<file path="src/rtl/alu_pkg.sv">
// alu_pkg: shared definitions for the sequential ALU.
//   - ALU_OP_* opcode encodings (4-bit alu_op field)
//   - alu_state_e: controller states (ST_DIV exists only when ALU_DIV_EN is defined)
//   - op_is_multicycle(): opcodes that leave IDLE for an iterative engine
// Configuration macro: ALU_DIV_EN (enables DIVU/REMU and the DIV state).
package alu_pkg;

  localparam logic [3:0] ALU_OP_AND   = 4'b0000;
  localparam logic [3:0] ALU_OP_OR    = 4'b0001;
  localparam logic [3:0] ALU_OP_ADD   = 4'b0010;
  localparam logic [3:0] ALU_OP_MUL   = 4'b0011;
  localparam logic [3:0] ALU_OP_MULHU = 4'b0100;
  localparam logic [3:0] ALU_OP_SUB   = 4'b0110;
  localparam logic [3:0] ALU_OP_LT    = 4'b0111;
  localparam logic [3:0] ALU_OP_SRL   = 4'b1000;
  localparam logic [3:0] ALU_OP_SLL   = 4'b1001;
  localparam logic [3:0] ALU_OP_SRA   = 4'b1010;
  localparam logic [3:0] ALU_OP_DIVU  = 4'b1011;
  localparam logic [3:0] ALU_OP_REMU  = 4'b1100;
  localparam logic [3:0] ALU_OP_XOR   = 4'b1101;

  typedef enum logic [1:0] {
    ST_IDLE = 2'b00,
    ST_MUL  = 2'b01,
`ifdef ALU_DIV_EN
    ST_DIV  = 2'b10,
`endif
    ST_DONE = 2'b11
  } alu_state_e;

  // Opcodes that run on an iterative engine. Divide-by-zero is still
  // single-cycle; the caller masks that case using the operand value.
  function automatic logic op_is_multicycle(input logic [3:0] op);
    logic mc;
    case (op)
      ALU_OP_MUL, ALU_OP_MULHU: mc = 1'b1;
`ifdef ALU_DIV_EN
      ALU_OP_DIVU, ALU_OP_REMU: mc = 1'b1;
`endif
      default:                  mc = 1'b0;
    endcase
    return mc;
  endfunction

endpackage

</file>
<file path="src/rtl/alu_seq_divu.sv">
// alu_seq_divu: unsigned restoring divider core, one quotient bit per cycle.
// Only present when ALU_DIV_EN is defined.
// Ports:
//   clk, rst_n        clock, asynchronous active-low reset
//   start             load operands and perform the first iteration this edge
//   dividend/divisor  operands (divisor must be non-zero; caller handles /0)
//   done              high in the cycle whose edge performs the last iteration
//   quotient          valid the cycle after done
//   remainder         valid the cycle after done
`ifdef ALU_DIV_EN
module alu_seq_divu #(
  parameter int DATA_W = 32
) (
  input  logic              clk,
  input  logic              rst_n,
  input  logic              start,
  input  logic [DATA_W-1:0] dividend,
  input  logic [DATA_W-1:0] divisor,
  output logic              done,
  output logic [DATA_W-1:0] quotient,
  output logic [DATA_W-1:0] remainder
);
  localparam int SH_W = $clog2(DATA_W);
  localparam logic [SH_W-1:0] CNT_LAST = SH_W'(DATA_W - 1);
  localparam logic [SH_W-1:0] CNT_ONE  = SH_W'(1);

  logic [DATA_W-1:0]   rem_q, rem_d;
  logic [DATA_W-1:0]   quo_q, quo_d;
  logic [DATA_W-1:0]   dvs_q, dvs_d;
  logic [SH_W-1:0]     cnt_q, cnt_d;
  logic                run_q, run_d;
  logic [2*DATA_W-1:0] step_first;
  logic [2*DATA_W-1:0] step_run;

  // One restoring step: shift the next dividend bit into the partial
  // remainder and subtract the divisor if it fits. Returns {rem, quo}.
  function automatic logic [2*DATA_W-1:0] div_step(input logic [DATA_W-1:0] rem,
                                                    input logic [DATA_W-1:0] quo,
                                                    input logic [DATA_W-1:0] dvs);
    logic [DATA_W:0]   trial;
    logic [DATA_W-1:0] rem_n;
    logic [DATA_W-1:0] quo_n;
    trial = {rem, quo[DATA_W-1]} - {1'b0, dvs};
    if (trial[DATA_W]) begin
      rem_n = {rem[DATA_W-2:0], quo[DATA_W-1]};
      quo_n = {quo[DATA_W-2:0], 1'b0};
    end else begin
      rem_n = trial[DATA_W-1:0];
      quo_n = {quo[DATA_W-2:0], 1'b1};
    end
    return {rem_n, quo_n};
  endfunction

  assign done      = run_q && (cnt_q == CNT_LAST);
  assign quotient  = quo_q;
  assign remainder = rem_q;

  // Next-state: load and first iteration on start, then DATA_W-1 more iterations.
  always_comb begin
    rem_d      = rem_q;
    quo_d      = quo_q;
    dvs_d      = dvs_q;
    cnt_d      = cnt_q;
    run_d      = run_q;
    step_first = div_step({DATA_W{1'b0}}, dividend, divisor);
    step_run   = div_step(rem_q, quo_q, dvs_q);
    if (start) begin
      rem_d = step_first[2*DATA_W-1:DATA_W];
      quo_d = step_first[DATA_W-1:0];
      dvs_d = divisor;
      cnt_d = CNT_ONE;
      run_d = 1'b1;
    end else if (run_q) begin
      rem_d = step_run[2*DATA_W-1:DATA_W];
      quo_d = step_run[DATA_W-1:0];
      if (cnt_q == CNT_LAST) begin
        run_d = 1'b0;
      end else begin
        cnt_d = cnt_q + CNT_ONE;
      end
    end else begin
      run_d = 1'b0;
    end
  end

  // Divider state registers.
  always_ff @(posedge clk or negedge rst_n) begin
    if (!rst_n) begin
      rem_q <= {DATA_W{1'b0}};
      quo_q <= {DATA_W{1'b0}};
      dvs_q <= {DATA_W{1'b0}};
      cnt_q <= {SH_W{1'b0}};
      run_q <= 1'b0;
    end else begin
      rem_q <= rem_d;
      quo_q <= quo_d;
      dvs_q <= dvs_d;
      cnt_q <= cnt_d;
      run_q <= run_d;
    end
  end

endmodule
`endif

</file>
<file path="src/rtl/alu_seq.sv">
// alu_seq: handshaked multi-cycle ALU. Base ops complete in one registered
// cycle; MUL/MULHU use an inline shift-add multiplier; DIVU/REMU use the
// alu_seq_divu core when ALU_DIV_EN is defined (otherwise they are illegal).
// Ports:
//   clk, rst_n            clock, asynchronous active-low reset
//   in_valid / in_ready   operation handshake (op1, op2, alu_op)
//   out_valid / out_ready result handshake (result, zero, illegal)
//   busy                  controller is not in IDLE
// Configuration macro: ALU_DIV_EN.
module alu_seq
  import alu_pkg::*;
#(
  parameter int DATA_W = 32
) (
  input  logic              clk,
  input  logic              rst_n,
  input  logic              in_valid,
  output logic              in_ready,
  input  logic [DATA_W-1:0] op1,
  input  logic [DATA_W-1:0] op2,
  input  logic [3:0]        alu_op,
  output logic              out_valid,
  input  logic              out_ready,
  output logic [DATA_W-1:0] result,
  output logic              zero,
  output logic              illegal,
  output logic              busy
);
  localparam int SH_W = $clog2(DATA_W);
  localparam logic [SH_W-1:0] CNT_LAST = SH_W'(DATA_W - 1);
  localparam logic [SH_W-1:0] CNT_ONE  = SH_W'(1);

  alu_state_e          state_q, state_d;
  logic                out_valid_q, out_valid_d;
  logic [DATA_W-1:0]   result_q, result_d;
  logic                zero_q, zero_d;
  logic                illegal_q, illegal_d;
  logic [2*DATA_W-1:0] prod_q, prod_d;
  logic [DATA_W-1:0]   mcand_q, mcand_d;
  logic                hi_q, hi_d;       // MULHU (vs MUL) or REMU (vs DIVU)
  logic [SH_W-1:0]     cnt_q, cnt_d;

  logic                accept;
  logic                start_mc;
  logic [DATA_W-1:0]   base_res;
  logic                base_ill;
  logic [DATA_W-1:0]   done_res;
  logic [SH_W-1:0]     shamt;

`ifdef ALU_DIV_EN
  logic                div_op;
  logic                div_start;
  logic                div_done;
  logic [DATA_W-1:0]   div_quo;
  logic [DATA_W-1:0]   div_rem;
  logic                div_sel_q, div_sel_d;

  assign div_op   = (alu_op == ALU_OP_DIVU) || (alu_op == ALU_OP_REMU);
  // Division by zero is answered immediately from the base datapath.
  assign start_mc = op_is_multicycle(alu_op) && !(div_op && (op2 == {DATA_W{1'b0}}));

  alu_seq_divu #(.DATA_W(DATA_W)) u_divu (
    .clk       (clk),
    .rst_n     (rst_n),
    .start     (div_start),
    .dividend  (op1),
    .divisor   (op2),
    .done      (div_done),
    .quotient  (div_quo),
    .remainder (div_rem)
  );
`else
  assign start_mc = op_is_multicycle(alu_op);
`endif

  // A new op may enter only from IDLE and only if the output slot is free
  // or being emptied this cycle.
  assign in_ready  = (state_q == ST_IDLE) && (!out_valid_q || out_ready);
  assign accept    = in_valid && in_ready;
  assign busy      = (state_q != ST_IDLE);
  assign out_valid = out_valid_q;
  assign result    = result_q;
  assign zero      = zero_q;
  assign illegal   = illegal_q;
  assign shamt     = op2[SH_W-1:0];

  // One shift-add step on {hi, lo}: add multiplicand to hi when lo[0] is set,
  // then shift the whole product right, keeping the carry.
  function automatic logic [2*DATA_W-1:0] mul_step(input logic [2*DATA_W-1:0] p,
                                                    input logic [DATA_W-1:0]   m);
    logic [DATA_W:0] upper;
    if (p[0]) begin
      upper = {1'b0, p[2*DATA_W-1:DATA_W]} + {1'b0, m};
    end else begin
      upper = {1'b0, p[2*DATA_W-1:DATA_W]};
    end
    return {upper, p[DATA_W-1:1]};
  endfunction

  // Single-cycle datapath and opcode legality.
  always_comb begin
    base_res = {DATA_W{1'b0}};
    base_ill = 1'b0;
    case (alu_op)
      ALU_OP_AND:   base_res = op1 & op2;
      ALU_OP_OR:    base_res = op1 | op2;
      ALU_OP_XOR:   base_res = op1 ^ op2;
      ALU_OP_ADD:   base_res = op1 + op2;
      ALU_OP_SUB:   base_res = op1 - op2;
      ALU_OP_LT:    base_res = {{(DATA_W-1){1'b0}}, ($signed(op1) < $signed(op2))};
      ALU_OP_SRL:   base_res = op1 >> shamt;
      ALU_OP_SLL:   base_res = op1 << shamt;
      ALU_OP_SRA:   base_res = $unsigned($signed(op1) >>> shamt);
      ALU_OP_MUL,
      ALU_OP_MULHU: base_res = {DATA_W{1'b0}};  // produced by the MUL state
`ifdef ALU_DIV_EN
      ALU_OP_DIVU:  base_res = {DATA_W{1'b1}};  // only reaches the output for op2 == 0
      ALU_OP_REMU:  base_res = op1;             // only reaches the output for op2 == 0
`endif
      default:      base_ill = 1'b1;
    endcase
  end

  // Select the finished multi-cycle result.
  always_comb begin
    done_res = hi_q ? prod_q[2*DATA_W-1:DATA_W] : prod_q[DATA_W-1:0];
`ifdef ALU_DIV_EN
    if (div_sel_q) begin
      done_res = hi_q ? div_rem : div_quo;
    end else begin
      done_res = hi_q ? prod_q[2*DATA_W-1:DATA_W] : prod_q[DATA_W-1:0];
    end
`endif
  end

  // Controller next-state and output-register loading.
  always_comb begin
    state_d     = state_q;
    out_valid_d = out_valid_q && !out_ready;
    result_d    = result_q;
    zero_d      = zero_q;
    illegal_d   = illegal_q;
    prod_d      = prod_q;
    mcand_d     = mcand_q;
    hi_d        = hi_q;
    cnt_d       = cnt_q;
`ifdef ALU_DIV_EN
    div_start   = 1'b0;
    div_sel_d   = div_sel_q;
`endif
    case (state_q)
      ST_IDLE: begin
        if (accept && start_mc) begin
`ifdef ALU_DIV_EN
          if (div_op) begin
            div_start = 1'b1;
            div_sel_d = 1'b1;
            hi_d      = (alu_op == ALU_OP_REMU);
            state_d   = ST_DIV;
          end else begin
            div_sel_d = 1'b0;
            hi_d      = (alu_op == ALU_OP_MULHU);
            prod_d    = mul_step({{DATA_W{1'b0}}, op2}, op1);
            mcand_d   = op1;
            cnt_d     = CNT_ONE;
            state_d   = ST_MUL;
          end
`else
          hi_d    = (alu_op == ALU_OP_MULHU);
          prod_d  = mul_step({{DATA_W{1'b0}}, op2}, op1);
          mcand_d = op1;
          cnt_d   = CNT_ONE;
          state_d = ST_MUL;
`endif
        end else if (accept) begin
          result_d    = base_res;
          zero_d      = (base_res == {DATA_W{1'b0}});
          illegal_d   = base_ill;
          out_valid_d = 1'b1;
        end else begin
          state_d = ST_IDLE;
        end
      end
      ST_MUL: begin
        prod_d = mul_step(prod_q, mcand_q);
        if (cnt_q == CNT_LAST) begin
          state_d = ST_DONE;
        end else begin
          cnt_d = cnt_q + CNT_ONE;
        end
      end
`ifdef ALU_DIV_EN
      ST_DIV: begin
        if (div_done) begin
          state_d = ST_DONE;
        end else begin
          state_d = ST_DIV;
        end
      end
`endif
      ST_DONE: begin
        result_d    = done_res;
        zero_d      = (done_res == {DATA_W{1'b0}});
        illegal_d   = 1'b0;
        out_valid_d = 1'b1;
        state_d     = ST_IDLE;
      end
      default: begin
        state_d = ST_IDLE;
      end
    endcase
  end

  // Controller, output and multiplier registers.
  always_ff @(posedge clk or negedge rst_n) begin
    if (!rst_n) begin
      state_q     <= ST_IDLE;
      out_valid_q <= 1'b0;
      result_q    <= {DATA_W{1'b0}};
      zero_q      <= 1'b0;
      illegal_q   <= 1'b0;
      prod_q      <= {(2*DATA_W){1'b0}};
      mcand_q     <= {DATA_W{1'b0}};
      hi_q        <= 1'b0;
      cnt_q       <= {SH_W{1'b0}};
    end else begin
      state_q     <= state_d;
      out_valid_q <= out_valid_d;
      result_q    <= result_d;
      zero_q      <= zero_d;
      illegal_q   <= illegal_d;
      prod_q      <= prod_d;
      mcand_q     <= mcand_d;
      hi_q        <= hi_d;
      cnt_q       <= cnt_d;
    end
  end

`ifdef ALU_DIV_EN
  // Remembers whether the pending multi-cycle result comes from the divider.
  always_ff @(posedge clk or negedge rst_n) begin
    if (!rst_n) begin
      div_sel_q <= 1'b0;
    end else begin
      div_sel_q <= div_sel_d;
    end
  end
`endif

endmodule

</file>
<file path="config.mk">
export PLATFORM = sky130hd
export DESIGN_NAME = alu_seq
export DESIGN_NICKNAME = d
export VERILOG_FILES = /design/src/rtl/alu_pkg.sv /design/src/rtl/alu_seq_divu.sv /design/src/rtl/alu_seq.sv
export SDC_FILE = /design/constraint.sdc
export NUM_CORES = 1
export LEC_CHECK = 0
export CAP_MARGIN = 30
export CELL_PAD_IN_SITES_DETAIL_PLACEMENT = 0
export CELL_PAD_IN_SITES_GLOBAL_PLACEMENT = 1
export CORE_ASPECT_RATIO = 1.75
export CORE_MARGIN = 5
export CORE_UTILIZATION = 45
export CTS_CLUSTER_SIZE = 28
export DETAILED_ROUTE_END_ITERATION = 8
export PLACE_DENSITY_LB_ADDON = 0.1
export SYNTH_ARGS = -nofsm -noshare
export SYNTH_HDL_FRONTEND = slang
export SYNTH_SLANG_ARGS = --single-unit
</file>
<file path="constraint.sdc">
create_clock -name clk -period 4.32 [get_ports clk]
set_clock_uncertainty 0.05 [all_clocks]
set_input_delay 0.864 -clock clk [delete_from_list [all_inputs] [get_ports clk]]
set_output_delay 0.864 -clock clk [all_outputs]
set_load 0.1 [all_outputs]
</file>
# After elaboration in Yosys (flattened, before gate mapping)
# Cells that the tools add are included.
# Widths: inputs -> output; s select.
# totals
reg_bits,139
output_inout_bits,37
# classes
n_addsub,4
order_cmp,1
n_eq_ne,19
shifts,3
n_mux,27
bitwise_logic,3
reduce_logical,21
# ops
cell,n
$pmux 32 s9,1
$mux 32,4
$pmux 64 s2,1
$logic_not 32->1,2
$mux 64,1
$pmux 32 s2,1
$add 32x32->33,1
$mux 33,1
$add 32x32->32,1
$and 32x32->32,1
$lt 32x32->1,1
$or 32x32->32,1
$shl 32x5->32,1
$shr 32x5->32,1
$sshr 32x5->32,1
$sub 32x32->32,1
$xor 32x32->32,1
$eq 4x4->1 const B,4
$eq 4x3->1 const B,3
$reduce_or 11->1,1
$mux 5,2
$pmux 5 s2,1
$eq 4x2->1 const B,2
$mux 1,8
other kinds (20),36

# Logic depth before layout (Yosys ltp)
# Gate-level depths: netlist of run 1.
# depth
depth_word,7
mapped_depth,19
ltp_nobuf,15

# Least setup slack after synthesis of run 1
# OpenSTA, ideal clock, no wires.
# synth_timing
path_kind,input port to flip-flop
start,input port op2[1]
end,"register zero_q, in the netlist zero"
setup_time_ns,0.079
t_arrival_ns,5.367
path_slack_ns,-1.176
stages,18
path_buffers,4
cell_sequence,buf_2 > inv_2 > buf_1 > clkbuf_1 > buf_1 > ha_1 > or2_1 > a211oi_2 > o21a_1 > a31oi_2 > o41ai_2 > o211ai_1 > a31o_1 > mux2_2 > a221oi_1 > nand4_1 > or4_1 > a21oi_1
# synth_via
elab_chain_len,6
elab_cells_between_ends,14
cone_classes,add/sub: 2; order compare: 1; shift: 3; mux: 4; bitwise: 3; reduce/logical: 1
# synth_lines
element,line_no,source
"start, declared",alu_seq.sv:20,"input logic [DATA_W-1:0] op2,"
$sub 32x32->32 (tied with other cells),alu_seq.sv:109,ALU_OP_SUB: base_res = op1 - op2;
$pmux 32 s9 *,alu_seq.sv:104,case (alu_op)
$logic_not 32->1 *,alu_seq.sv:177,zero_d = (base_res == {DATA_W{1'b0}});
$mux 1 *,alu_seq.sv:175,end else if (accept) begin
$mux 1 *,alu_seq.sv:153,if (accept && start_mc) begin
$pmux 1 s2 *,alu_seq.sv:151,case (state_q)
"end signal, assigned",alu_seq.sv:230,zero_q <= zero_d;
"end, declared",alu_seq.sv:36,"logic zero_q, zero_d;"
# Mark *: on every way between the ends. The rest lies on a longest branch, timed or not. The select of a mux whose other input is x is not followed.
# A chain may end at the register's enable or synchronous reset.

# Final worst setup path of run 1
# layout_timing
start,input port alu_op[0]
end,"register zero_q, in the netlist zero"
# layout_via
elab_chain_len,6
elab_cells_between_ends,21
cone_classes,eq/ne: 11; mux: 5; reduce/logical: 5
# layout_lines
element,line_no,source
"start, declared",alu_seq.sv:21,"input logic [3:0] alu_op,"
$eq 4x4->1 (tied with other cells),alu_seq.sv:104,
$pmux 32 s9 or $reduce_or 2->1 (tied branches),--,
$logic_not 32->1 or $mux 1 (tied branches),"alu_seq.sv:177, alu_pkg.sv:35",
$mux 1 or $logic_and 1x1->1 (tied branches),"alu_seq.sv:175, alu_seq.sv:153",
$mux 1 or $ne 2x2->1 (tied branches),--,
$pmux 1 s2 or $reduce_and 3->1 (tied branches),--,
# Several ways; a longest one is shown, not always the timed one. The select of a mux whose other input is x is not followed.

==> impl_metrics.csv, run 1 <==
group,metric,value,unit
sta,tightestPinTransition,1170,ps
detailed_routing,num_vias,24083,
yosys,ys_types,96,
cts,cts_made_buffers,17,
cells_and_area,utilization,65.4,%
cells_and_area,nFillCells,3793,
cts,ctsHtreeMaxLevel,4,
yosys,synth_nets,2667,
sta,finalCritPeriodShare,106,%
grt,grt_pass1_vias,23952,
pwr,swShare,51.3,%
cts,cts_tree,"yes",
grt,overflow,0,
pwr,peakVddDrop,0.000559,V
pwr,p_comb_share,67.0,%
floorplan,dieArea,46800,um^2
grt,globalRouteMet2Util,68.5,%
cts,clk_latency,420,ps
run_status,status,"finished with violations",
cells_and_area,instances_no_fill,3694,
critical_path,r2r-start,"prod_q[32]",
yosys,seq_area_frac_synth,18.2,%
yosys,yosysWarnings,0,
cells_and_area,multi_input_comb_area,15100,um^2
place,io_buffers,108,
grt,grtUsageMet3,7.63,%
floorplan,die_h,282,um
detailed_routing,drt_first_pass_iters,6,
sta,tns,-318,ps
critical_path,critPathKind,"in2reg",
yosys,ys_ff_latch,139,
hold_path,hold_class,"in2async",
detailed_routing,vias_per_cell,6.52,
detailed_routing,detail-route-antenna-nets,0,
sta,finalSetupViolCount,2,
pwr,switchingPower,5.89,mW
yosys,synthCells,2446,
cells_and_area,fin_area,27400,um^2
critical_path,arrival,4850,ps
grt,grt_use_met1,47.2,%
sta,rsz0062_at_grt,"yes",
sta,setup_slack,-276,ps
sta,layout_min_cycle_time,4600,ps
grt,grt_pass1_wl,149000,um
place,routabilityCongestion,1.13,
critical_path,crit_start,"alu_op[0]",
place,dpl.hpwl,82000,um
detailed_routing,drt-total-wl,102000,um
cts,clock-sinks,139,
cts,ctsRootBufferMaster,"clkbuf_16",
critical_path,cp.required,4580,ps
yosys,syn_area_per_cell,7.80,um^2
pwr,total_leakage_power,12.7,nW
sta,fmax,218,MHz
job,maxCapViolCount,0,
detailed_routing,drc,0,
place,dpl.cell_count,3619,
pwr,power_frac_seq,20.3,%
yosys,synth_ff_type,"dfrtp_1",
cells_and_area,areaGrowthSynthToFinish,43.5,%
critical_path,critPathCaptureType,"register",
yosys,yosysTopAreaCell,"dfrtp_1",
floorplan,io_pins,109,
yosys,async_flop_share,100,%
floorplan,initial_utilization,45.6,%
sta,finalHoldViolCount,0,
yosys,synth_edf_count,0,
sta,relSlewSlack,21.8,%
detailed_routing,drt_iter0_markers,2723,
yosys,syn_area,19100,um^2
cts,cts_buffer_depth,2,
detailed_routing,wire_per_inst,27.5,um
floorplan,coreArea,41900,um^2
cells_and_area,seq_area,3480,um^2
place,place_ws,-1330,ps
yosys,synth.area.top_cells,"dfrtp_1 18%, ha_1 9.6%, mux4_2 7.4%",
run_status,violations,"setup timing",
critical_path,start_kind,"input port",
cells_and_area,nets,3346,
pwr,p_int,5.59,mW
grt,grt_usage,41.6,%
grt,grt.busiest_layer,"met2",
place,placed_cell_area,25800,um^2
yosys,synth_top_area_share,18.2,%
floorplan,row_count,99,
cts,cts.clk_slew.worst_paths,70,ps
pwr,p_per_area,420,nW/um^2
cells_and_area,final_layout_size_suffix_gt1_share,33.5,%
sta,slew_violations,0,
grt,antenna_found_initial,4,
critical_path,path_max_fanout,9,
grt,grt_max_degree,91,
floorplan,die-width,166,um
pwr,power_frac_clock,12.7,%
-- stage by stage --
step                      hold WS [ps]  power, mW
after floorplan                    404       7.01
after global placement             413       9.46
after detailed placement           422       9.64
after CTS                          436       11.2
after global routing               454       12.1
final                              384       11.5
-- synth_stat cells (24+ instances only) --
cell	number
clkbuf_1	146
mux4_2	63
o211ai_1	34
o22ai_1	26
ha_1	146
buf_1	24
nor2b_1	33
nand2_1	282
buf_2	25
nand2b_1	30
a211oi_1	47
nor3_1	50
a31oi_1	25
o21ai_0	210
o31ai_1	25
a21oi_1	176
nor2_1	176
mux2_2	34
mux2i_1	124
dfrtp_1	139
a21o_1	44
nand3_1	48
o21a_1	24
inv_1	108
-- logic make-up after synthesis --
| kind of cell | count (synthesis) | synth area share, % |
|---|---|---|
| AOI/OAI and AO/OA | 829 | 28.8 |
| adders and majority gates | 149 | 9.89 |
| xor gates and xnor gates | 30 | 1.38 |
| DFF | 139 | 18.2 |
| and+or+nand+nor | 755 | 18.6 |
| buffers and inverters | 317 | 6.66 |
| muxes | 227 | 16.4 |
-- path summary, 6_finish.rpt --
| check | endpoint | slack [ps] | depth (start not counted) |
|---|---|---|---|
| max in group asynchronous | prod_q[11] | 2970 | 2 |
| hold / removal | mcand_q[2] | 380 | 1 |
| setup / recovery | zero | -280 | 17 |
| setup reg to reg | prod_q[61] | 300 | 15 |
| hold reg to reg | result[4] | 430 | 2 |
| min in group clk | result[4] | 430 | 2 |
-- critical path: stages --
cell	delay, ps
clkdlybuf4s50_1	420
buf_6	160
buf_4	140
nor3b_1	420
buf_4	280
nand2_1	90
buf_4	200
a211oi_1	910
o21a_1	330
a211o_1	220
nor3_4	70
nand4b_1	190
nor4_2	50
buf_4	150
nand4_1	130
or4_4	150
a21oi_2	40
-- metal layers --
metal  part of all wire [%]  vias up
met5                  0.023        -
met4                     11        4
met3                    8.8      499
met2                     46     1546
met1                     35    11558
li1                       -    10476
-- registers in the layout, indices dropped and copies added (netlist names) --
name and count:
zero 1, prod_q 64, result 32, state_q 2, hi_q 1, cnt_q 5
illegal 1, out_valid 1, mcand_q 32
-- layout by cell type (no fill, tap or decap), drive strengths merged, types with 48 or more instances in the layout --
master	synthesis	routed
nor3	51	51
o21ai	220	220
dfrtp	139	139
inv	111	113
clkdlybuf4s50	0	65
ha	146	146
mux2i	124	124
nand2	282	282
nand3	48	48
buf	58	765
mux4	64	64
a21oi	177	177
nor2	176	176
a211oi	48	48
-- power by group through the flow --
stage               registers, mW  logic [mW]  clock network, mW
floorplan                    3.21        3.80                  0
global placement             2.30        7.16                  0
detailed placement           2.33        7.30                  0
CTS                          2.31        7.47               1.46
global route                 2.39        8.18               1.52
finish                       2.33        7.70               1.46
-- area by class of cell --
class | instances | area share (%)
diodes | 2 | 0.0183
clock buffers | 17 | 1.55
clock inverters | 14 | 0.535
inverters | 113 | 1.60
multi-input cells | 1990 | 55.1
flip-flops and latches | 139 | 12.7
well taps | 555 | 2.54
repair buffers | 864 | 26.0
-- timing repair --
item | 4_1_cts | 5_1_grt
gates cloned | 1 | 0
endpoints found under the setup margin | 14 | 12
pin swaps | 52 | 37
setup buffers | 37 | 6
resized for setup | 157 | 60
hold buffers | 0 | 0
No activity file was read; power rests on OpenSTA's default activity.
==> run 2: changes to the inputs <==
--- a/config.mk
+++ b/config.mk
@@ -5,7 +5,6 @@
 export SDC_FILE = /design/constraint.sdc
 export NUM_CORES = 1
 export LEC_CHECK = 0
-export CAP_MARGIN = 30
 export CELL_PAD_IN_SITES_DETAIL_PLACEMENT = 0
 export CELL_PAD_IN_SITES_GLOBAL_PLACEMENT = 1
 export CORE_ASPECT_RATIO = 1.75
==> impl_metrics.csv, run 2 (synthesis results as in run 1) <==
group,metric,value,unit
run_status,status,"finished with violations",
run_status,violations,"setup timing",
cts,clock-sinks,139,
cells_and_area,nets,3353,
critical_path,cp.required,4640,ps
cts,ctsHtreeMaxLevel,4,
sta,fin_hold_ws,379,ps
cells_and_area,most-common-layout-cells,"709 x buf_4, 278 x nand2_1, 203 x o21ai_0",
pwr,p_per_area,415,nW/um^2
sta,slew_violations,0,
grt,grt_usage,41.5,%
cts,clk_latency,430,ps
cts,cts_made_buffers,17,
grt,overflow,0,
floorplan,die-width,166,um
cells_and_area,instances_no_fill,3703,
sta,finalCritPeriodShare,103,%
critical_path,start_kind,"input port",
cts,cts_buffer_depth,2,
detailed_routing,drt_iter0_markers,2944,
detailed_routing,drt_first_pass_iters,6,
detailed_routing,wire_per_inst,27.5,um
critical_path,path_max_fanout,23,
floorplan,row_count,99,
floorplan,dieArea,46800,um^2
sta,tightestPinTransition,1180,ps
sta,layout_min_cycle_time,4460,ps
place,io_buffers,108,
floorplan,io_pins,109,
place,routabilityCongestion,1.13,
cells_and_area,areaGrowthSynthToFinish,44.4,%
cells_and_area,final_common_cell,"buf_4",
cts,ctsRootBufferMaster,"clkbuf_16",
grt,grt_max_degree,91,
sta,finalSetupViolCount,2,
sta,setup_slack,-144,ps
detailed_routing,drt-total-wl,102000,um
grt,grt_pass1_vias,23671,
pwr,total_leakage_power,12.8,nW
sta,rsz0062_at_grt,"yes",
sta,fmax,224,MHz
grt,antenna_found_initial,2,
cts,cts.clk_slew.worst_paths,70,ps
cts,cts_tree,"yes",
hold_path,hold_class,"in2async",
critical_path,critPathKind,"in2reg",
job,maxCapViolCount,0,
floorplan,coreArea,41900,um^2
cells_and_area,final_layout_size_suffix_gt1_share,33.7,%
detailed_routing,num_vias,23933,
place,dpl.hpwl,81800,um
detailed_routing,drc,0,
detailed_routing,vias_per_cell,6.46,
floorplan,initial_utilization,45.6,%
sta,finalHoldViolCount,0,
critical_path,r2r_end,"prod_q[61]",
critical_path,arrival,4790,ps
critical_path,r2r_slack,230,ps
critical_path,critPathCaptureType,"register",
critical_path,endpoint,"zero",
critical_path,crit_start,"op2[0]",
grt,grt_pass1_wl,148000,um
place,dpl.cell_count,3618,
cells_and_area,top_register,"prod_q",
critical_path,r2r-start,"prod_q[32]",
pwr,peakVddDrop,0.000645,V
cells_and_area,largest_reg_flops,64,
floorplan,die_h,282,um
detailed_routing,detail-route-antenna-nets,0,
sta,relSlewSlack,20.8,%
critical_path,worst_r2r_path_depth,15,
==> run 2: worst max-delay path: stages <==
cell and delay [ps]:
buf_12 140, buf_16 180, buf_12 220, mux4_2 630, mux2i_1 240, o32a_1 290, nand2_1 120, o21ai_1 180
nand4b_1 250, nor4_4 360, nand4b_1 210, nor4_2 200, buf_4 160, nand4_1 150, or4_4 460, a21oi_2 120
==> run 2: repair_timing <==
item | CTS | global route
hold buffers | 0 | 0
gates cloned | 0 | 2
gates resized for setup | 144 | 92
setup endpoints to repair | 14 | 13
setup buffers | 30 | 23
pin swaps | 56 | 42
==> run 2: per-stage QoR <==
stage	setup slack (ps)	area [um^2]	power (mW)	setup TNS (ps)	util [%]
final	-144	27600	11.4	-152	65.8
after global routing	-213	27500	12.0	-217	65.8
after CTS	-231	26900	11.2	-231	64.3
after detailed placement	-1320	25700	9.63	-11920	61.5
after global placement	-1330	25700	9.46	-10660	61.5
after floorplan	-287	19200	7.01	-287	-
==> run 2: report_power, final <==
part / leakage [nW] / total, mW / internal [mW] / switching [mW]
clock network: 0.257 / 1.41 / 0.788 / 0.621
registers: 1.74 / 2.33 / 1.85 / 0.479
logic: 10.8 / 7.69 / 2.91 / 4.78
==> run 2: routing by layer <==
| layer | GRT usage (%) | wire length, um | vias to the layer above |
|---|---|---|---|
| met5 | 0 | 20 | - |
| met4 | 33.8 | 11000 | 2 |
| met3 | 8.28 | 9200 | 499 |
| met2 | 68.1 | 46100 | 1463 |
| met1 | 46.8 | 35700 | 11484 |
| li1 | - | - | 10485 |
==> run 2: worst min-delay path by stage <==
stage | to | slack (ps) | start
global route | result[19] | 450 | result[19]
detailed placement | illegal | 420 | illegal
finish | mcand_q[2] | 380 | rst_n
CTS | result[15] | 440 | result[15]
global placement | result[19] | 410 | result[19]
floorplan | mcand_q[0] | 400 | mcand_q[0]
==> run 2: cell type report <==
class | instances | area [um^2]
multi-input cells | 1990 | 15100
fillers | 3736 | 14300
repair buffers | 871 | 7250
flip-flops and latches | 139 | 3480
well taps | 555 | 694
inverters | 113 | 432
clock buffers | 17 | 425
clock inverters | 14 | 123
diodes | 4 | 10.0
==> edit 1, RTL diff (settings of run 2) <==
Encoding of `alu_state_e`: now one-hot (3 bits for 3 states).
--- a/src/rtl/alu_pkg.sv
+++ b/src/rtl/alu_pkg.sv
@@ -19,13 +19,13 @@
   localparam logic [3:0] ALU_OP_REMU  = 4'b1100;
   localparam logic [3:0] ALU_OP_XOR   = 4'b1101;
 
-  typedef enum logic [1:0] {
-    ST_IDLE = 2'b00,
-    ST_MUL  = 2'b01,
+  typedef enum logic [2:0] {
+    ST_IDLE = 3'b001,
+    ST_MUL  = 3'b010,
 `ifdef ALU_DIV_EN
     ST_DIV  = 2'b10,
 `endif
-    ST_DONE = 2'b11
+    ST_DONE = 3'b100
   } alu_state_e;
 
   // Opcodes that run on an iterative engine. Divide-by-zero is still
Function: no difference found for any inputs over 10 cycles, from zero or initial values and one cycle with rst_n low; not proved beyond that.
==> edit 1 against run 2 <==
  * The flow still finishes with violations (negative setup slack)
  * First-iteration DRC count decreased by 24%
  * Sequential cell count increased by 1
  * Register-to-register slack got worse by 0.04 ns
  * Final area decreased by 6.0%
  * Area after synthesis decreased by 6.0%
  * Via count decreased by 7.0%
  * Global-route usage decreased by 0.41 points
  * Die area decreased by 5.7%
  * Total power decreased by 29%
  * Count of clock-buffer cells in the layout increased by 1
  * Routed wire length decreased by 7.9%
  * Setup slack got worse by 0.16 ns
  * Critical endpoint unchanged
  * Largest cell class unchanged
==> edit 1: results (changes against run 2) <==
| Metric | Value |
|---|---|
| Outcome | finished, violations left (unchanged) |
| Failing checks | negative setup slack (unchanged) |
| Cell family with most CP delay | compound AO/OA/AOI/OAI gates (was simple AND/OR/NAND/NOR gates) |
| Antenna Cells | 1 (was 4) |
| First-pass GRT wire length | 137 mm (was 148 mm) |
| Post-CTS sizing | 94 (was 144) |
| Slew headroom | 20.7% (was 20.8%) |
| Met2 wire length | 44.8 mm (was 46.1 mm) |
| Post-CTS setup buffers | 21 (was 30) |
| Met2 usage | 70.8% (was 68.1%) |
| Tot GR Track Use | 41.1% (was 41.5%) |
| GRT met1 Usage | 44.4% (was 46.8%) |
| Synth cell count leaders | nor2_1, nand2_1, a21oi_1, o21ai_0, ha_1 (was nand2_1, o21ai_0, a21oi_1, nor2_1) |
| Final nets | 3186 (was 3353) |
| Unique cell type count in the Yosys netlist | 102 (was 96) |
| R2R Setup Slk | 0.19 ns (was 0.23 ns) |
| Share of cells above drive strength 1 | 33.4% (was 33.7%) |
| Sequential cell area fraction in the yosys report | 19.5% (was 18.2%) |
| Clk cell area share | 2.31% (was 1.99%) |
| Register area | 0.00351 sq mm (was 0.00348 sq mm) |
| Final setup violation count | 1 (was 2) |
| Syn_area_per_cell | 7.72 sq um (was 7.80 sq um) |
| CP arrival | 4.91 ns (was 4.79 ns) |
| DRT iter0 DRCs | 2248 (was 2944) |
| HP Class | in2async (unchanged) |
| Routed len/inst | 27.1 microns (was 27.5 microns) |
| Met1 WL | 32.8 mm (was 35.7 mm) |
| Placed instance area | 0.0241 sq mm (was 0.0257 sq mm) |
| Routability cong. | 1.09 (was 1.13) |
| Pre-CTS WS | -1.31 ns (was -1.32 ns) |
| Layout Cells excl Fill | 3472 (was 3703) |
| Worst VDD drop | 308 uV (was 645 uV) |
| Critical R2R Capture | prod_q[63]$_DFFE_PN0P_ (was prod_q[61]$_DFFE_PN0P_) |
| Multi-input gate area | 0.0141 sq mm (was 0.0151 sq mm) |
| Fill count | 3414 (was 3736) |
| Number of multi-input combinational cells | 1888 (was 1990) |
| Inverters excl. clock | 119 (was 113) |
| DP HPWL | 75.5 mm (was 81.8 mm) |
| Worst R2R Path Depth | 17 (was 15) |
| Sw frac | 45.7% (was 51.5%) |
| Critical path's largest stage delay | 0.54 ns (was 0.63 ns) |
| Lkg Pwr | 0.0122 uW (was 0.0128 uW) |
| Cell area after layout | 0.0259 sq mm (was 0.0276 sq mm) |
| Top Layer Used | met4 (was met5) |
| Met3 global-route usage | 5.97% (was 8.28%) |
| Drt pass-1 iters | 7 (was 6) |
| Vias per cell | 6.41 (was 6.46) |
| Worst-path fanout max | 10 (was 23) |
| Largest net degree at the start of global routing | 85 (was 91) |
| Worst setup margin | -0.303 ns (was -0.144 ns) |
| Placed cell count | 3396 (was 3618) |
| Number of global-route vias before repair | 22200 (was 23700) |
| Met3 WL | 6.51 mm (was 9.20 mm) |
| Synth Register Bits | 140 (was 139) |
| Netlist Area Pre-Place | 0.0179 sq mm (was 0.0191 sq mm) |
| Syn nets | 2540 (was 2667) |
| Hold WS | 0.422 ns (was 0.379 ns) |
==> edit 1: changes by cell type after synthesis, sizes merged, moves of 8 or more <==
| cell | before | now |
|---|---|---|
| nand2 | 282 | 228 |
| mux4 | 64 | 49 |
| mux2i | 124 | 116 |
| a21oi | 177 | 199 |
| nor2 | 176 | 261 |
| o22ai | 26 | 45 |
| nor2b | 33 | 19 |
| clkbuf | 146 | 119 |
| o21ai | 220 | 179 |
| o21a | 24 | 12 |
| nand2b | 30 | 20 |
| a21o | 44 | 32 |
==> edit 1: power groups by stage <==
stage	clock, uW	sequential, uW	combinational [uW]
2_1_floorplan	0	2420	2060
3_3_place_gp	0	1940	4260
3_5_place_dp	0	1960	4330
4_1_cts	1510	1940	4460
5_1_grt	1570	1980	4920
6_report	1500	1940	4660
==> edit 1: cell families after synthesis <==
kind of cell | synth area share, %
compound gates | 28.2
simple gates | 18.8
buf+inv | 6.69
mux | 15.0
fa+ha+maj | 10.3
flops | 19.5
xor+xnor | 1.37
==> edit 2, RTL diff (flow settings as in run 2) <==
Without the edit above. Set the parameter `DATA_W` to 16 (it was 32).
--- a/src/rtl/alu_seq.sv
+++ b/src/rtl/alu_seq.sv
@@ -10,7 +10,7 @@
 module alu_seq
   import alu_pkg::*;
 #(
-  parameter int DATA_W = 32
+  parameter int DATA_W = 16
 ) (
   input  logic              clk,
   input  logic              rst_n,
Interface: changed (resized op1, op2 and result); port bits go from 109 to 61. No check against the original RTL was run, so the function may have changed too.
==> edit 2 against run 2 <==
  * Setup slack gained 0.29 ns
  * Area after synthesis down 54%
  * Routed wire length is 64% lower
  * Final area down 62%
  * Total power down 54%
  * Sequential cell count fell by 65
  * Worst hold slack improved by 0.054 ns
  * Critical path type unchanged
  * Largest cell class unchanged
==> edit 2: results (changes against run 2) <==
| Metric | Value |
|---|---|
| Outcome | complete, no violations (was finished, violations left) |
| H-tree levels | 3 (was 4) |
| R2r startpoint | prod_q[16]$_DFFE_PN0P_ (was prod_q[32]$_DFFE_PN0P_) |
| Critical R2R Capture | prod_q[29]$_DFFE_PN0P_ (was prod_q[61]$_DFFE_PN0P_) |
| Xor/xnor share of the synthesized area | 0.898% (was 1.38%) |
| HP Class | reg2reg (was in2async) |
| Placed instance area | 0.0101 sq mm (was 0.0257 sq mm) |
| Post-CTS sizing | 0 (was 144) |
| Number of global-route vias before repair | 9120 (was 23700) |
| Post-Synth Adder-Cell Area | 11.5% (was 9.89%) |
| Share of cells above drive strength 1 | 16.2% (was 33.7%) |
| Post-synthesis compound-gate area fraction | 26.8% (was 28.8%) |
| Worst skew pair latency | 0.33 ns (was 0.43 ns) |
| CP arrival | 4.39 ns (was 4.79 ns) |
| Worst VDD drop | 428 uV (was 645 uV) |
| Syn_area_per_cell | 8.19 sq um (was 7.80 sq um) |
| Slowest CP cell | clkdlybuf4s50_1 (was mux4_2) |
| Largest net degree at the start of global routing | 75 (was 91) |
| DRT iter0 DRCs | 686 (was 2944) |
| Slew headroom | 31.8% (was 20.8%) |
| Placed cell count | 1407 (was 3618) |
| Post-CTS setup buffers | 0 (was 30) |
| Worst R2R Path Depth | 12 (was 15) |
| Worst-path fanout max | 14 (was 23) |
| Largest cells by area after synthesis | dfrtp_1, ha_1, mux2i_1 (was dfrtp_1, ha_1, mux4_2) |
| DP HPWL | 29.2 mm (was 81.8 mm) |
| Post-synthesis mux area share | 14.6% (was 16.4%) |
| Antenna violations before repair | 0 (was 2) |
| Synth cell count leaders | nand2_1, o21ai_0, a21oi_1, ha_1 (was nand2_1, o21ai_0, a21oi_1, nor2_1) |
| R2R Setup Slk | 1.09 ns (was 0.23 ns) |
| Unique cell type count in the Yosys netlist | 86 (was 96) |
| Tot GR Track Use | 32.4% (was 41.5%) |
edit 2: changes by cell type after synthesis, sizes merged, moves of 70 or more:
cell	before	now
nand2	282	113
o21ai	220	96
nor2	176	74
a21oi	177	76
clkbuf	146	46
ha	146	76
edit 2: kinds of logic (layout without fill, tap and decap cells):
kind of cell | Yosys count | in the layout
and+or+nand+nor | 320 | 320
xor gates and xnor gates | 9 | 9
muxes | 100 | 100
DFF | 74 | 74
buffers and inverters | 138 | 246
adders and majority gates | 79 | 79
AOI/OAI and AO/OA | 352 | 352
edit 2: how the worst max path moves through the flow:
stage	slack, ns	start	end	depth (start not counted)
CTS	0.30	op1[0]	result[14]$_DFFE_PN0P_	15
finish	0.15	alu_op[2]	zero$_DFFE_PN0P_	12
global route	0.07	alu_op[2]	zero$_DFFE_PN0P_	12
global placement	-0.09	alu_op[2]	zero$_DFFE_PN0P_	12
floorplan	0.59	op2[1]	zero$_DFFE_PN0P_	13
detailed placement	-0.06	op1[0]	result[14]$_DFFE_PN0P_	15
edit 2: final cells by class:
class	count	area, sq um
Tap cell	241	302
Timing Repair Buffer	172	1460
Fill cell	1881	8770
Sequential cell	74	1850
Clock buffer	11	243
Multi-Input combinational cell	860	6280
Inverter	60	225
Clock inverter	3	65.1
edit 2: through the flow:
step | utilization (%) | total power, uW | worst slack [ns] | hold slack [ns]
6_report | 54.3 | 5310 | 0.146 | 0.433
5_1_grt | 54.3 | 5680 | 0.0719 | 0.455
4_1_cts | 54.3 | 5320 | 0.299 | 0.437
3_5_place_dp | 52.7 | 4500 | -0.0567 | 0.423
3_3_place_gp | 52.7 | 4470 | -0.0909 | 0.413
2_1_floorplan | - | 3540 | 0.592 | 0.404
edit 2: worst max-delay path, delay by kind of cell:
family	cells	cell delay (ns)
AND/OR/NAND/NOR	7	1.66
buffers and inverters	3	1.26
AO/OA/AOI/OAI	2	0.60
edit 2: per-layer routing:
metal  share of wire [%]  up-vias  GRT usage [%]
li1                    -     4211              -
met1                  38     4396           37.6
met2                  52      349           57.1
met3                 3.9      109           2.24
met4                 6.8        0           18.6
met5                   0        -              0
edit 2: power breakdown:
part	internal, uW	total (uW)	switching, uW
combinational	1130	3250	2110
sequential	994	1270	274
clock	514	800	285
